### src/rtl/rom_bus_ctl.sv
// ROM bus controller: captures the 8-bit fetch address from the A1/A2 phases, matches the chip id in A3,
// and drives the OPR/OPA nibbles in M1/M2. Defining ROM_PHASE_CHECK_EN adds the sticky PHASE_ERR checker.
//
// state   | meaning
// WAIT_A1 | idle, waiting for an A1 strobe to start an instruction cycle
// GOT_A1  | low address nibble captured, expecting A2
// GOT_A2  | full address captured, expecting A3 with the chip number
// SEL     | this chip selected, drives the bus in M1 and M2
// IDLE_X  | another chip selected or fetch finished, waiting for the next A1
module rom_bus_ctl #(
    parameter logic [3:0] CHIP_ID = 4'h0
) (
    input  logic       CLK,
    input  logic       RES,
    input  logic       A1,
    input  logic       A2,
    input  logic       A3,
    input  logic       M1,
    input  logic       M2,
    input  logic       X1,
    input  logic       X2,
    input  logic       X3,
    input  logic       SYNC_N,
    input  logic [3:0] D_IN,
    output logic [3:0] D_OUT,
    output logic       D_OE,
    output logic [7:0] ROM_ADDR,
    output logic       ROM_RD,
    input  logic [7:0] ROM_DATA,
    output logic       PHASE_ERR
);

    typedef enum logic [2:0] {
        WAIT_A1 = 3'd0,
        GOT_A1  = 3'd1,
        GOT_A2  = 3'd2,
        SEL     = 3'd3,
        IDLE_X  = 3'd4
    } state_t;

    state_t     state, state_nxt;
    logic [7:0] addr, addr_nxt;
    logic [3:0] opa, opa_nxt;
    logic       sel, sel_nxt;
    logic       chip_match;
    logic       any_strobe;

    assign chip_match = (D_IN == CHIP_ID);
    // A1 is handled ahead of the per-state decode, so it is excluded here
    assign any_strobe = A2 | A3 | M1 | M2 | X1 | X2 | X3;
    assign ROM_ADDR   = addr;

`ifdef ROM_PHASE_CHECK_EN
    logic [7:0] phases;
    logic       one_hot;
    logic       phase_fault;
    logic       sync_prev_low;
    logic       err_q;

    assign phases      = {X3, X2, X1, M2, M1, A3, A2, A1};
    assign one_hot     = (phases != 8'h00) && ((phases & (phases - 8'd1)) == 8'h00);
    assign phase_fault = !one_hot || (A1 && !sync_prev_low);
    assign PHASE_ERR   = err_q;

    always_ff @(posedge CLK) begin
        if (RES) begin
            err_q         <= 1'b0;
            sync_prev_low <= 1'b0;
        end else begin
            err_q         <= err_q | phase_fault;
            sync_prev_low <= ~SYNC_N;
        end
    end
`else
    logic sync_n_unused;

    assign sync_n_unused = SYNC_N;
    assign PHASE_ERR     = 1'b0;
`endif

    always_ff @(posedge CLK) begin
        if (RES) begin
            state <= WAIT_A1;
            addr  <= 8'h00;
            opa   <= 4'h0;
            sel   <= 1'b0;
        end else begin
            state <= state_nxt;
            addr  <= addr_nxt;
            opa   <= opa_nxt;
            sel   <= sel_nxt;
        end
    end

    always_comb begin
        state_nxt = state;
        addr_nxt  = addr;
        opa_nxt   = opa;
        sel_nxt   = sel;
        ROM_RD    = 1'b0;
        D_OE      = 1'b0;
        D_OUT     = 4'h0;

        if (sel && M1) begin
            D_OE    = 1'b1;
            D_OUT   = ROM_DATA[7:4];
            opa_nxt = ROM_DATA[3:0];
        end else if (sel && M2) begin
            D_OE  = 1'b1;
            D_OUT = opa;
        end

        if (state == GOT_A2 && A3 && chip_match) begin
            ROM_RD = 1'b1;
        end

        if (A1) begin
            addr_nxt[3:0] = D_IN;
            state_nxt     = GOT_A1;
            sel_nxt       = 1'b0;
        end else begin
            case (state)
                GOT_A1: begin
                    if (A2) begin
                        addr_nxt[7:4] = D_IN;
                        state_nxt     = GOT_A2;
                    end else if (any_strobe) begin
                        state_nxt = WAIT_A1;
                        sel_nxt   = 1'b0;
                    end
                end
                GOT_A2: begin
                    if (A3) begin
                        if (chip_match) begin
                            sel_nxt   = 1'b1;
                            state_nxt = SEL;
                        end else begin
                            state_nxt = IDLE_X;
                        end
                    end else if (any_strobe) begin
                        state_nxt = WAIT_A1;
                        sel_nxt   = 1'b0;
                    end
                end
                SEL: begin
                    if (M2) begin
                        sel_nxt   = 1'b0;
                        state_nxt = IDLE_X;
                    end else if (M1) begin
                        state_nxt = SEL;
                    end else if (any_strobe) begin
                        state_nxt = WAIT_A1;
                        sel_nxt   = 1'b0;
                    end
                end
                default: begin
                    state_nxt = state;
                end
            endcase
        end

`ifdef ROM_PHASE_CHECK_EN
        // a malformed phase pattern aborts the fetch even if A1 is present
        if (phase_fault) begin
            state_nxt = WAIT_A1;
            sel_nxt   = 1'b0;
        end
`endif
    end

endmodule
### config.mk
export PLATFORM = sky130hd
export DESIGN_NAME = rom_bus_ctl
export DESIGN_NICKNAME = d
export VERILOG_FILES = /design/src/rtl/rom_bus_ctl.sv
export SDC_FILE = /design/constraint.sdc
export NUM_CORES = 1
export LEC_CHECK = 0
export CAP_MARGIN = 0
export CORE_ASPECT_RATIO = 0.7
export CORE_MARGIN = 2
export CORE_UTILIZATION = 40
export DETAILED_ROUTE_END_ITERATION = 12
export PLACE_DENSITY = 0.78
export SKIP_LAST_GASP = 1
export SLEW_MARGIN = 20
export SYNTH_ARGS = -nofsm -noshare
export SYNTH_HDL_FRONTEND = slang
export SYNTH_SLANG_ARGS = --single-unit
### constraint.sdc
create_clock -name CLK -period 1.6 [get_ports CLK]
set_input_delay 0.16 -clock CLK [delete_from_list [all_inputs] [get_ports CLK]]
set_output_delay 0.16 -clock CLK [all_outputs]
set_load 0.02 [all_outputs]
==> metrics <==
run status completed; VDD IR max 0.5278 mV; clock transition at the registers of the reported paths 100 ps; Avg Cell Area, Syn 8.410 sq um; CTS buffer count 3; height of the chip 41.79 microns; mux share of post-synthesis cell area 0.09816; Worst Hold Class input port to register; Achievable Freq roughly 650 MHz; grt total ovfl 0; Post-DRT Antenna Nets 0; worst setup path start M1; warnings from Yosys 0; setup bufs post-CTS 0; final clock skew 7.112 ps; IO Port Bufs 35; site row count 13; global-route wire length before repair roughly 3600 microns; Crit path largest cell delay 430 ps; Die ar. 0.002422 sq mm; post-synth top area share 0.3926; DR iter-0 viols 36; Worst R2R Setup Slack between 200 and 300 ps; CTS tree done; latest clock arrival within the worst-skew pair 290 ps; Worst setup EP type register; synthesis-to-finish area growth 63.19%; Hold Path Stages 4; Vias per Instance 5.192; Remaining DRCs 0; Yosys top cell by area dfxtp_1; htree depth 1; fraction of layout cells with a size suffix above 1 0.1931; Ports 38; Yosys reg bits 16; kind of critical path input port to register; CP Max Fanout 13; slowest CP cell or4_4; endpoints failing hold 0; largest net degree at the start of global routing 17; most frequent cells in the layout clkdlybuf4s50_1, buf_4, dfxtp_1, nand2_1, nor2_1; Net Count, Synth 120; r2r worst-path depth 5; fin cells 167; die width 57.98 microns; Initial Util 0.4324; Critical Path End sel; via count 867; GRT Util Overall 0.1984; final setup vio count 0; Leak Pwr 0.5753 nW; Nets 169; worst path cell trace clkdlybuf4s50_1 > buf_4 > or4_4 > nor4_4 > nor3_1 > nor4_2; Simple-Gate Fraction of Synth Area 0.3298; Worst Path Arrival about 1700 ps; Cells after DPL 163; antenna violations before repair 0; reg2reg start state[2]; TritonRoute pass-1 iters 4; Max-cap violations 0; Clock Root Buffer clkbuf_4; RSZ-0062 raised after global routing false; Placer Congestion 0.9534; synth top area cells dfxtp_1, mux2i_1, nand2_1; register area share after synthesis 0.3926; Post-Synth XOR/XNOR Area 0; Core Box Area ~0.0019 sq mm; clk buf depth 2; clk sinks 16; largest family of logic cells by synthesized area simple AND/OR/NAND/NOR gates; adder-cell share of the synthesized area 0; leading cell type in the layout, fill and taps excluded clkdlybuf4s50_1; WL/cell between 10 and 15 microns; dpl hpwl 1699 microns; Mapped Area 815.8 sq um; reg2reg end ROM_ADDR[5]; CP Launch Type input port; fillers 156; fin. max-slew vios 0; overall power 0.0008629 W; vias in the first global route 833; total routed wirelength about 2200 microns; Tmin final 1533 ps; Crit path required time 1810 ps; synth unique cells 28; Synth Area in Compound Gates 0.1304; Tcrit/Tclk final 0.9579; PD cells 648.2 mW/mm^2; Post-Syn Instances 97; ant diodes 0
==> critical path, delay by kind of cell <==
family,cells,cell delay [ps]
AND/OR/NAND/NOR,4,1000
buffers and inverters,2,570
==> metrics by stage <==
stage / utilization / setup TNS (ps) / worst slack, ps / instance area, sq um / hold slack [ps]
3_5_place_dp: 0.6810 / -2851 / -680.5 / 1285 / 449.2
6_report: 0.7056 / 0 / 67.37 / 1331 / 240.7
4_1_cts: 0.6950 / -215.0 / -215.0 / 1311 / 429.1
3_3_place_gp: 0.6810 / -2685 / -636.1 / 1285 / 445.0
2_1_floorplan: - / 0 / 70.44 / 815.8 / 303.9
5_1_grt: 0.7056 / 0 / 0.1051 / 1331 / 264.9
==> sequential cells by signal, summed over array words and instances (netlist names) <==
register,flops
opa,4
sel,1
ROM_ADDR,8
state,3
==> synth_stat cells <==
master / count
or4_4: 2
nand2b_1: 1
o21a_1: 1
buf_2: 1
nor3b_1: 2
nand2_1: 14
nor4_4: 1
a31oi_1: 2
o32ai_1: 1
mux2i_1: 8
and2_1: 4
buf_4: 1
o21ai_0: 5
a21oi_1: 4
nand4b_1: 2
nand3b_1: 1
a22oi_1: 1
nor3_1: 2
a211oi_2: 1
o21ai_1: 1
nand3_1: 5
clkbuf_2: 1
a211oi_1: 1
conb_1: 1
dfxtp_1: 16
nor4_2: 2
nor2_1: 11
clkbuf_1: 5
==> worst min path at each step <==
stage,startpoint,to
floorplan,D_IN[0],ROM_ADDR[4]
global placement,opa[0],opa[0]
detailed placement,opa[1],opa[1]
CTS,ROM_DATA[3],opa[3]
global route,D_IN[0],ROM_ADDR[4]
finish,D_IN[2],ROM_ADDR[6]
==> area by class of cell <==
cell class	count	area (sq um)	share of cell area
Clock buffer	4	36.28	0.02726
Multi-Input combinational cell	73	467.9	0.3515
Sequential cell	16	320.3	0.2406
Tap cell	22	27.53	0.02068
Timing Repair Buffer	52	479.2	0.3600
==> timing repair <==
action,CTS,global route
hold buffers,0,0
endpoints found under the hold margin,0,0
endpoints found under the setup margin,8,4
resized for setup,12,6
pin swaps,0,2
==> kinds of logic (layout without fill, tap and decap cells) <==
family          after synthesis  count (layout)
simple gates                 47              47
compound gates               17              17
flops                        16              16
mux                           8               8
buf+inv                       8              56
other cells                   1               1
==> routing by layer <==
layer  global-route usage  up-vias  wire [microns]
li1                     -      438               -
met1               0.2309      388             957
met2               0.3250       37             992
met3              0.07788        4             219
met4              0.07907        0              27
met5                    0        -               0
==> power breakdown <==
group | total (W) | leakage [nW] | switching, W | internal, W
Combinational | 0.000172 | 0.424 | 0.0000741 | 0.0000975
Clock | 0.000275 | 0.0210 | 0.000136 | 0.000139
Sequential | 0.000417 | 0.130 | 0.00000710 | 0.000409
No activity file was read; power rests on OpenSTA's default activity.
